`config.mk`:
```
export PLATFORM = sky130hd
export DESIGN_NAME = lim_ramp_seq_flat
export DESIGN_NICKNAME = d
export VERILOG_FILES = /design/src/rtl/lim_ramp_seq_if.sv /design/src/rtl/lim_ramp_seq.sv /design/src/flat_wrapper.sv
export SDC_FILE = /design/constraint.sdc
export NUM_CORES = 1
export LEC_CHECK = 0
export BUFFER_PORTS_ARGS = -buffer_cell sky130_fd_sc_hd__buf_2
export CORE_MARGIN = 2
export CORE_UTILIZATION = 35
export CTS_BUF_LIST = sky130_fd_sc_hd__clkbuf_2 sky130_fd_sc_hd__clkbuf_4 sky130_fd_sc_hd__clkbuf_8
export DETAILED_ROUTE_END_ITERATION = 12
export HOLD_SLACK_MARGIN = 0.15
export PLACE_DENSITY = 0.53
export SYNTH_ARGS = -nofsm -noshare
export SYNTH_HDL_FRONTEND = slang
export SYNTH_SLANG_ARGS = --single-unit
```
`constraint.sdc`:
```
create_clock -name clk -period 14.8 [get_ports clk]
set_input_delay 4.44 -clock clk [delete_from_list [all_inputs] [get_ports clk]]
set_output_delay 4.44 -clock clk [all_outputs]
set_load 0.01 [all_outputs]
```
`src/rtl/lim_ramp_seq_if.sv`:
```
// Local-bus signals around the limit ramp sequencer: the host write request
// coming in, and the arbitrated write going out to the fdbk_core decode.
`timescale 1ns/1ps
interface lim_ramp_seq_if;
  logic        host_write;
  logic [15:0] host_addr;
  logic [31:0] host_data;
  logic        lb_write;
  logic [15:0] lb_addr;
  logic [31:0] lb_data;

  // The sequencer/arbiter: takes host requests, drives the arbitrated bus.
  modport master (
    input  host_write, host_addr, host_data,
    output lb_write, lb_addr, lb_data
  );

  // The host / bus observer side.
  modport slave (
    output host_write, host_addr, host_data,
    input  lb_write, lb_addr, lb_data
  );
endinterface

```
`src/rtl/lim_ramp_seq.sv`:
```
// Limit ramp sequencer: steps the mp_proc lim Y hi/lo dpram pair from a
// start magnitude to a target magnitude, one +cur/-cur write pair per step,
// with a programmable dwell between pairs. Host writes always win the
// local bus; a colliding sequencer write is stalled, never dropped.
`timescale 1ns/1ps
module lim_ramp_seq #(
  parameter logic [15:0] LIM_BASE = 16'd0
) (
  input  logic           clk,
  input  logic           rst,
  input  logic           start,
  input  logic           abort,
  input  logic [17:0]    start_lim,
  input  logic [17:0]    target_lim,
  input  logic [17:0]    step_size,
  input  logic [15:0]    dwell,
  lim_ramp_seq_if.master bus,
  output logic           busy,
  output logic           done,
  output logic [17:0]    cur_lim
);

  typedef enum logic [2:0] {IDLE, WR_HI, WR_LO, DWELL, FIN} state_t;

  state_t      state_q, state_d;
  logic [17:0] cur_q, target_q, step_q;
  logic [15:0] dwell_q, cnt_q;
  logic        load_cfg, step_upd, cnt_ld;
  logic        seq_req, seq_go;
  logic [15:0] seq_addr;
  logic [31:0] seq_data;
  logic        wr_en;
  logic [15:0] wr_addr, hold_addr;
  logic [31:0] wr_data, hold_data;

  function automatic logic [17:0] min18(input logic [17:0] a, input logic [17:0] b);
    return (a < b) ? a : b;
  endfunction

  // Next magnitude, saturated at target; 19-bit sum so a large step cannot wrap.
  // A zero step means "go straight to target".
  function automatic logic [17:0] next_lim(input logic [17:0] cur,
                                           input logic [17:0] step,
                                           input logic [17:0] target);
    logic [18:0] sum;
    if (step == 18'd0) return target;
    sum = {1'b0, cur} + {1'b0, step};
    if (sum >= {1'b0, target}) return target;
    return sum[17:0];
  endfunction

  // Negative magnitude, sign-extended to the 32-bit bus word.
  function automatic logic [31:0] neg_ext(input logic [17:0] v);
    logic signed [31:0] s;
    s = $signed({14'd0, v});
    return -s;
  endfunction

  // A sequencer write issues only when the host is not using the bus.
  assign seq_go = seq_req && !bus.host_write;

  // State register.
  always_ff @(posedge clk or posedge rst) begin
    if (rst) state_q <= IDLE;
    else     state_q <= state_d;
  end

  // Next-state logic, sequencer write request and status outputs.
  always_comb begin
    state_d  = state_q;
    seq_req  = 1'b0;
    seq_addr = LIM_BASE + 16'd1;
    seq_data = 32'd0;
    busy     = 1'b0;
    done     = 1'b0;
    load_cfg = 1'b0;
    step_upd = 1'b0;
    cnt_ld   = 1'b0;
    case (state_q)
      IDLE: begin
        if (start && !abort) begin
          load_cfg = 1'b1;
          state_d  = WR_HI;
        end
      end
      WR_HI: begin
        busy = 1'b1;
        if (abort) begin
          state_d = IDLE;
        end else begin
          seq_req  = 1'b1;
          seq_addr = LIM_BASE + 16'd1;
          seq_data = {14'd0, cur_q};
          if (!bus.host_write) state_d = WR_LO;
        end
      end
      WR_LO: begin
        busy = 1'b1;
        if (abort) begin
          state_d = IDLE;
        end else begin
          seq_req  = 1'b1;
          seq_addr = LIM_BASE + 16'd3;
          seq_data = neg_ext(cur_q);
          if (!bus.host_write) begin
            if (cur_q == target_q) begin
              state_d = FIN;
            end else if (dwell_q == 16'd0) begin
              step_upd = 1'b1;
              state_d  = WR_HI;
            end else begin
              cnt_ld  = 1'b1;
              state_d = DWELL;
            end
          end
        end
      end
      DWELL: begin
        busy = 1'b1;
        if (abort) begin
          state_d = IDLE;
        end else if (cnt_q <= 16'd1) begin
          step_upd = 1'b1;
          state_d  = WR_HI;
        end
      end
      FIN: begin
        done    = 1'b1;
        state_d = IDLE;
      end
      default: state_d = IDLE;
    endcase
  end

  // Ramp configuration, current magnitude, dwell counter and reported limit.
  always_ff @(posedge clk or posedge rst) begin
    if (rst) begin
      cur_q    <= 18'd0;
      target_q <= 18'd0;
      step_q   <= 18'd0;
      dwell_q  <= 16'd0;
      cnt_q    <= 16'd0;
      cur_lim  <= 18'd0;
    end else begin
      if (load_cfg) begin
        cur_q    <= min18(start_lim, target_lim);
        target_q <= target_lim;
        step_q   <= step_size;
        dwell_q  <= dwell;
      end else if (step_upd) begin
        cur_q <= next_lim(cur_q, step_q, target_q);
      end
      // Free-running through host writes; only the state decides when to stop.
      if (cnt_ld)
        cnt_q <= dwell_q;
      else if (state_q == DWELL && cnt_q != 16'd0)
        cnt_q <= cnt_q - 16'd1;
      if (state_q == WR_LO && seq_go)
        cur_lim <= cur_q;
    end
  end

  // Bus arbitration: host first, then sequencer, otherwise hold the last word.
  always_comb begin
    wr_en   = 1'b0;
    wr_addr = hold_addr;
    wr_data = hold_data;
    if (!rst) begin
      if (bus.host_write) begin
        wr_en   = 1'b1;
        wr_addr = bus.host_addr;
        wr_data = bus.host_data;
      end else if (seq_go) begin
        wr_en   = 1'b1;
        wr_addr = seq_addr;
        wr_data = seq_data;
      end
    end
  end

  // Remember the last word placed on the bus so idle cycles keep it stable.
  always_ff @(posedge clk or posedge rst) begin
    if (rst) begin
      hold_addr <= 16'd0;
      hold_data <= 32'd0;
    end else if (wr_en) begin
      hold_addr <= wr_addr;
      hold_data <= wr_data;
    end
  end

  assign bus.lb_write = wr_en;
  assign bus.lb_addr  = wr_addr;
  assign bus.lb_data  = wr_data;

endmodule

```
`src/flat_wrapper.sv`:
```
// flat-port wrapper written by rule: the top's interface ports become plain ports
module lim_ramp_seq_flat 
#(
  parameter logic [15:0] LIM_BASE = 16'd0
)
  (clk, rst, start, abort, start_lim, target_lim, step_size, dwell, busy, done, cur_lim, bus_host_write, bus_host_addr, bus_host_data, bus_lb_write, bus_lb_addr, bus_lb_data);
  lim_ramp_seq_if bus_i ();
  input  logic clk;
  input  logic rst;
  input  logic start;
  input  logic abort;
  input  logic [17:0] start_lim;
  input  logic [17:0] target_lim;
  input  logic [17:0] step_size;
  input  logic [15:0] dwell;
  output logic busy;
  output logic done;
  output logic [17:0] cur_lim;
  input wire logic [$bits(bus_i.host_write)-1:0] bus_host_write;
  input wire logic [$bits(bus_i.host_addr)-1:0] bus_host_addr;
  input wire logic [$bits(bus_i.host_data)-1:0] bus_host_data;
  output wire logic [$bits(bus_i.lb_write)-1:0] bus_lb_write;
  output wire logic [$bits(bus_i.lb_addr)-1:0] bus_lb_addr;
  output wire logic [$bits(bus_i.lb_data)-1:0] bus_lb_data;
  assign bus_i.host_write = bus_host_write;
  assign bus_i.host_addr = bus_host_addr;
  assign bus_i.host_data = bus_host_data;
  assign bus_lb_write = bus_i.lb_write;
  assign bus_lb_addr = bus_i.lb_addr;
  assign bus_lb_data = bus_i.lb_data;
  lim_ramp_seq #(.LIM_BASE(LIM_BASE)) u_core (.clk(clk), .rst(rst), .start(start), .abort(abort), .start_lim(start_lim), .target_lim(target_lim), .step_size(step_size), .dwell(dwell), .bus(bus_i), .busy(busy), .done(done), .cur_lim(cur_lim));
endmodule
```
After elaboration in Yosys (flattened, before gate mapping) --
Cells that the tools add are included.
Cells by class: $mul 0, $lt $le $gt $ge 3, muxes and demuxes 58, divide/modulo/power cells 0, $add $sub $neg 3, shift operators 0, bitwise gates (word level) 0, reduce and logical (&&, ||, !) cells 15, equal/unequal tests 9
Operators by type and width (number):
- 18-bit 2-to-1 mux | 8
- 32-bit 2-to-1 mux | 4
- 16-bit 2-to-1 mux | 6
- 32-bit case mux with 2 select lines | 1
- 18-bit negator with 32-bit output | 1
- 1-bit 2-to-1 mux | 27
- 3-bit 2-to-1 mux | 8
- 18-bit by 18-bit adder with 19-bit output | 1
- 19-bit by 18-bit greater-or-equal comparator with 1-bit output | 1
- 18-bit equality test | 1
- 18-bit logical NOT | 1
- 18-bit less-than comparator | 1
- 16-bit by 1-bit <= comparator with 1-bit output (second input constant) | 1
- 16-bit logical NOT | 1
- 16-bit nonzero test | 1
- 16-bit by 1-bit subtractor with 16-bit output (second input constant) | 1
- 3-bit case mux with 4 select lines | 1
- 3-bit by 2-bit equality test with 1-bit output (second input constant) | 2
- 3-bit inequality test (second input constant) | 2
- 1-bit logical AND | 4
- 2-bit 2-to-1 mux | 2
- 4-bit AND reduction | 1
- 2-bit nonzero test | 2
- 3-bit by 1-bit equality test with 1-bit output (second input constant) | 1
- other kinds (8) | 9
Storage, ports and cells: register bits after elaboration 155, word-level logic and storage cells 97, bits in writable memories 0, bits in latches 0, output and inout bits 69, memories kept 0, input port bits 123, ROM bits 0

Logic depth before layout (Yosys ltp) --
Gate-level depths: netlist (run 1).
depth after elaboration 15, depth in mapped cells 18, depth with buffers taken out 17

Worst setup path after synthesis (run 1) --
OpenSTA, ideal clock, no wires.
path type input -> output, start point input port rst, end point output port bus_lb_data[6], buffers on the path 2, required time 10360 ps, arrival 10080 ps, path slack 280 ps, stages 4, cell sequence clkbuf_1 -> inv_1 -> clkbuf_1 -> a31oi_1
Between the ends: word-level cells in the longest chain between the ends 1
Ends and longest elaborated chain:
- from (decl) | line flat_wrapper.sv:9 | input logic rst;
- 32-bit 2-to-1 mux | line lim_ramp_seq.sv:168 | if (!rst) begin
- to (decl) | line flat_wrapper.sv:24 | output wire logic [$bits(bus_i.lb_data)-1:0] bus_lb_data;
No other way between the ends.

Worst setup path after layout (run 1) --
start point input port rst, end point output port bus_lb_data[3]
The elaborated chain is that of the path after synthesis.

==> impl_metrics.env, run 1 <==
export IMPL_cts_buffer_depth=2
export IMPL_antenna_left=0
export IMPL_clock_latency_ns=0.47
export IMPL_drc=0
export IMPL_cp_end_kind="output port"
export IMPL_io_buffer_count=191
export IMPL_synth_distinct_cells=77
export IMPL_holdCritPathClass="reg2reg"
export IMPL_cts_tree="done"
export IMPL_wl_per_cell_um=18.7
export IMPL_post_route_period_util_pct=77.6
export IMPL_synthFlopType="dfrtp_1"
export IMPL_power_density_nw_per_um2=223
export IMPL_synthCells=1179
export IMPL_place_area_sq_um=11400
export IMPL_yosysTopAreaCellShare_pct=38.3
export IMPL_synth_avg_cell_area_sq_um=8.58
export IMPL_yosysMostFrequentCell="nand2_1"
export IMPL_nNetsFinal=1504
export IMPL_async_reset_ff_share_pct=100
export IMPL_grt_util_all_layers_pct=21.0
export IMPL_rows=62
export IMPL_layout_drive_gt1_share_pct=21.5
export IMPL_drtIter0Drc=704
export IMPL_nFillCells=2935
export IMPL_dieArea_sq_um=30300
export IMPL_slew_violations=0
export IMPL_syn_nets=1359
export IMPL_place_congestion=0.844
export IMPL_grt_pass1_vias=8969
export IMPL_worstPathMaxFanout=67
export IMPL_relSlewSlack_pct=24.1
export IMPL_cts_buffers=17
export IMPL_syn_area_sq_um=10100
export IMPL_ys_warn_count=0
export IMPL_seq_area_frac_synth_pct=38.3
export IMPL_r2r_end="u_core.cur_q[15]"
export IMPL_grt_max_degree=71
export IMPL_crit_path_start_kind="input pin"
export IMPL_postCtsHoldBufs=0
export IMPL_start_util_pct=35.4
export IMPL_die_h_um=174
export IMPL_rsz0062_at_grt="no"
export IMPL_h_tree_depth=4
export IMPL_hold_viol=0
export IMPL_core_sq_um=28600
export IMPL_num_io_pins=192
export IMPL_synth_seq_cells=155
export IMPL_reg2reg_depth=18
export IMPL_clk_pin_slew_ns=0.09
export IMPL_yosys_top_cells_area="dfrtp_1 38%, ha_1 6.9%, nand2_1 6.1%"
export IMPL_worstPathArrival_ns=7.04
export IMPL_worst_pin_slew_ns=1.14
export IMPL_peakVddDrop_v=0.000150
export IMPL_postCtsSetupBuffers=0
export IMPL_critical_path_class="in2out"
export IMPL_tns_ns=0
export IMPL_wl_um=32100
export IMPL_clock_sinks=155
export IMPL_die_w_um=174
export IMPL_root_buffer="clkbuf_8"
export IMPL_fmaxAchievable_mhz=87.1
export IMPL_power_leakage_nw=5.36
export IMPL_r2r_start="u_core.cur_q[0]"
export IMPL_hpwl_um=23300
export IMPL_grt_pass1_wl_um=50300
export IMPL_total_power_mw=2.62
export IMPL_synth_common_cells="164 x nand2_1, 155 x dfrtp_1, 95 x o21ai_0"
export IMPL_routed_via_density=5.49
export IMPL_grt_ovfl_total=0
export IMPL_post_route_cell_area_sq_um=11800
export IMPL_run_status="completed"
export IMPL_holdPathStages=2
export IMPL_crit_required_ns=10.36
export IMPL_postCtsResizedCells=0
export IMPL_synth_edf_count=0
export IMPL_holdWs_ns=0.482
export IMPL_antenna_found_initial=2
export IMPL_hold_path_startpoint="u_core.hold_data[14]"
export IMPL_min_period_ns=11.48
export IMPL_syn2layout_area_growth_pct=16.1
export IMPL_vias=9451
export IMPL_ff2ff_setup_slack_ns=9.79
export IMPL_setup_viol=0
export IMPL_dr_pass1_iters=5
export IMPL_max_cap_violations=0
export IMPL_yosys_area_top_type="dfrtp_1"
export IMPL_holdPathEnd="u_core.hold_data[14]"
export IMPL_finClkSkew_ns=0.0222
[per-stage QoR]
step / util [%] / worst slack [ns] / std cells
after floorplan: - / 0.280 / 1179
after global placement: 39.7 / 3.27 / 1689
after detailed placement: 39.7 / 3.25 / 1689
after CTS: 41.0 / 3.24 / 1721
after global routing: 41.0 / 3.01 / 1723
final: 41.0 / 3.32 / 1723
[worst max-delay path, stage by stage]
cell	delay [ns]
buf_2	0.58
inv_6	0.40
nand2_2	0.83
inv_1	0.31
nor2_1	0.23
a21oi_1	0.06
buf_2	0.17
[cell type report]
cell class,count,area (sq um),share of cell area (%)
multi-input cells,882,5710,48.6
flip-flops and latches,155,3880,33.0
repair buffers,204,1050,8.97
well taps,384,480,4.09
clock buffers,19,249,2.12
inverters,64,245,2.09
clock inverters,13,133,1.13
diodes,2,5.00,0.0426
[state kept, by name, indices dropped and copies added, names as in the netlist]
register and flops:
u_core.step_q 18, u_core.hold_addr 16, u_core.cur_q 18, u_core.state_q 3, u_core.cur_lim 18, u_core.dwell_q 16
u_core.cnt_q 16, u_core.hold_data 32, u_core.target_q 18
[cell families after synthesis]
logic type | share of synthesized area [%]
buf+inv | 5.43
flops | 38.3
simple gates | 18.4
xor+xnor | 3.37
fa+ha+maj | 7.12
mux | 2.30
compound gates | 25.1
[where the power goes]
| group | total [mW] | leakage, nW | internal, mW | switching, mW |
|---|---|---|---|---|
| combinational | 1.47 | 3.32 | 0.596 | 0.874 |
| sequential | 0.830 | 1.86 | 0.597 | 0.233 |
| clock | 0.323 | 0.183 | 0.140 | 0.183 |
[placed cells by master, fill, tap and decap left out, drive strengths merged, types with 8 or more instances in the layout]
cell type	n
nor2	87
a32o	15
xor2	20
nand4	9
inv	69
a211oi	16
a21o	13
nand3	35
ha	56
nor3	26
nor4	21
mux2	18
a311oi	23
dfrtp	155
a21oi	84
o21ai	112
a22o	30
buf	204
xnor2	19
and3	8
clkbuf	19
or4	8
o22a	14
nand2	165
[how the worst max path moves through the flow]
stage,from,to,slack (ns),depth (start not counted)
after floorplan,rst,bus_lb_data[6],0.28,4
after global placement,rst,bus_lb_data[2],3.27,7
after detailed placement,rst,bus_lb_data[4],3.25,7
after CTS,rst,bus_lb_addr[0],3.24,7
after global routing,rst,bus_lb_addr[0],3.01,7
final,rst,bus_lb_data[3],3.32,7
[routing by layer]
layer | GRT usage, % | wire, um
met1 | 28.7 | 14700
met3 | 3.46 | 1590
met5 | 0 | 0
met2 | 33.9 | 15100
met4 | 7.04 | 739
(Power assumes the default switching activity.)
==> run 2: changes to the inputs <==
--- a/config.mk
+++ b/config.mk
@@ -11,7 +11,7 @@
 export CTS_BUF_LIST = sky130_fd_sc_hd__clkbuf_2 sky130_fd_sc_hd__clkbuf_4 sky130_fd_sc_hd__clkbuf_8
 export DETAILED_ROUTE_END_ITERATION = 12
 export HOLD_SLACK_MARGIN = 0.15
-export PLACE_DENSITY = 0.53
+export PLACE_DENSITY = 0.55
 export SYNTH_ARGS = -nofsm -noshare
 export SYNTH_HDL_FRONTEND = slang
 export SYNTH_SLANG_ARGS = --single-unit
==> constraint.sdc (replaced) <==
create_clock -name clk -period 9.5 [get_ports clk]
set_input_delay 2.85 -clock clk [delete_from_list [all_inputs] [get_ports clk]]
set_output_delay 2.85 -clock clk [all_outputs]
set_load 0.01 [all_outputs]
==> run 2 against run 1 <==
  * Die area unchanged
  * Combinational power up 57%
  * Wire length up 0.99%
  * Via count up 0.94%
  * Setup slack worse by 1.8 ns
  * Register-to-register slack worse by 5.4 ns
  * Sequential share of layout area down 0.13 points
  * Power up 57%
  * Final area up 0.39%
  * Largest cell class unchanged
==> impl_metrics.env, run 2 (synthesis results as in run 1) <==
export IMPL_run_status="completed"
export IMPL_grt_max_degree=109
export IMPL_max_cap_violations=0
export IMPL_stdcell_count=1725
export IMPL_syn2layout_area_growth_pct=16.6
export IMPL_clock_latency_ns=0.47
export IMPL_relSlewSlack_pct=26.9
export IMPL_rsz0062_at_grt="no"
export IMPL_final_core_util_pct=41.2
export IMPL_grt_util_all_layers_pct=21.5
export IMPL_post_route_period_util_pct=84.3
export IMPL_place_ws_ns=1.53
export IMPL_setup_viol=0
export IMPL_io_buffer_count=191
export IMPL_grt_pass1_wl_um=51600
export IMPL_postCtsSetupBuffers=0
export IMPL_layout_drive_gt1_share_pct=21.7
export IMPL_place_congestion=0.827
export IMPL_clk_pin_slew_ns=0.09
export IMPL_largest_register="u_core.hold_data"
export IMPL_post_route_cell_area_sq_um=11800
export IMPL_crit_path_start_kind="input pin"
export IMPL_cts_buffer_depth=2
export IMPL_layout_commonest_cell="buf_2"
export IMPL_worstPathMaxFanout=24
export IMPL_hold_viol=0
export IMPL_nNetsFinal=1506
export IMPL_clock_sinks=155
export IMPL_vias=9540
export IMPL_worst_pin_slew_ns=1.09
export IMPL_dieArea_sq_um=30300
export IMPL_drtIter0Drc=708
export IMPL_min_period_ns=8.01
export IMPL_largest_reg_flops=32
export IMPL_peakVddDrop_v=0.000216
export IMPL_slew_violations=0
export IMPL_die_w_um=174
export IMPL_wl_um=32500
export IMPL_drc=0
export IMPL_num_io_pins=192
export IMPL_worst_slack_ns=1.49
export IMPL_antenna_left=0
export IMPL_postCtsHoldBufs=0
export IMPL_grt_ovfl_total=0
export IMPL_holdCritPathClass="reg2reg"
export IMPL_routed_via_density=5.53
export IMPL_rows=62
export IMPL_cts_tree="done"
export IMPL_cp_end_kind="output port"
export IMPL_place_area_sq_um=11400
export IMPL_tns_ns=0
export IMPL_cts_buffers=17
export IMPL_hpwl_um=23700
export IMPL_wl_per_cell_um=18.8
export IMPL_dp_cells=1691
export IMPL_start_util_pct=35.4
export IMPL_crit_required_ns=6.65
export IMPL_antenna_found_initial=3
export IMPL_finClkSkew_ns=0.0234
export IMPL_root_buffer="clkbuf_8"
export IMPL_mostFrequentLayoutCells="191 x buf_2, 163 x nand2_1, 155 x dfrtp_1"
export IMPL_critical_path_class="in2out"
export IMPL_postCtsResizedCells=0
export IMPL_power_leakage_nw=5.40
export IMPL_die_h_um=174
export IMPL_power_density_nw_per_um2=350
export IMPL_holdWs_ns=0.479
export IMPL_dr_pass1_iters=5
export IMPL_h_tree_depth=4
export IMPL_core_sq_um=28600
export IMPL_worstPathArrival_ns=5.16
export IMPL_fmaxAchievable_mhz=125
export IMPL_grt_pass1_vias=9264
export IMPL_total_power_mw=4.13
## run 2: worst max-delay path, cell delays in order
cell      delay, ns
buf_2          0.13
nor2_1         0.33
nand3b_1       0.12
buf_4          0.23
nor2_2         0.12
buf_4          0.30
a21boi_1       0.61
a21oi_1        0.11
o21ai_0        0.20
buf_2          0.16
## run 2: routing by layer
metal / part of all wire (%) / vias up / GRT usage [%]
met4: 1.9 / 2 / 5.99
met1: 45 / 4622 / 28.9
met3: 4.8 / 43 / 3.19
met5: 0.040 / - / 0
met2: 48 / 293 / 36.0
li1: - / 4580 / -
## run 2: area by class of cell
class	count	area (sq um)
inverter	64	245
multi-input combinational	882	5710
timing repair buffer	206	1070
clock inverter	13	146
tap	384	480
antenna	2	5.00
clock buffer	19	262
fill	2961	16800
sequential	155	3880
## run 2: power by group
group	switching [mW]	internal, mW	total (mW)
Clock	0.298	0.234	0.533
Sequential	0.353	0.931	1.28
Combinational	1.38	0.933	2.31
## run 2: worst paths after layout
path | startpoint | slack [ns] | cells past startpoint | endpoint
worst max-delay path | abort | 1.49 | 10 | bus_lb_data[31]
worst min-delay path | u_core.hold_data[5] | 0.48 | 2 | u_core.hold_data[5]
worst max register to register | u_core.cur_q[0] | 4.34 | 18 | u_core.cur_q[14]
worst min register to register | u_core.hold_data[5] | 0.48 | 2 | u_core.hold_data[5]
max in group asynchronous | rst | 5.78 | 3 | u_core.cur_q[0]
min in group asynchronous | rst | 2.38 | 2 | u_core.hold_addr[6]
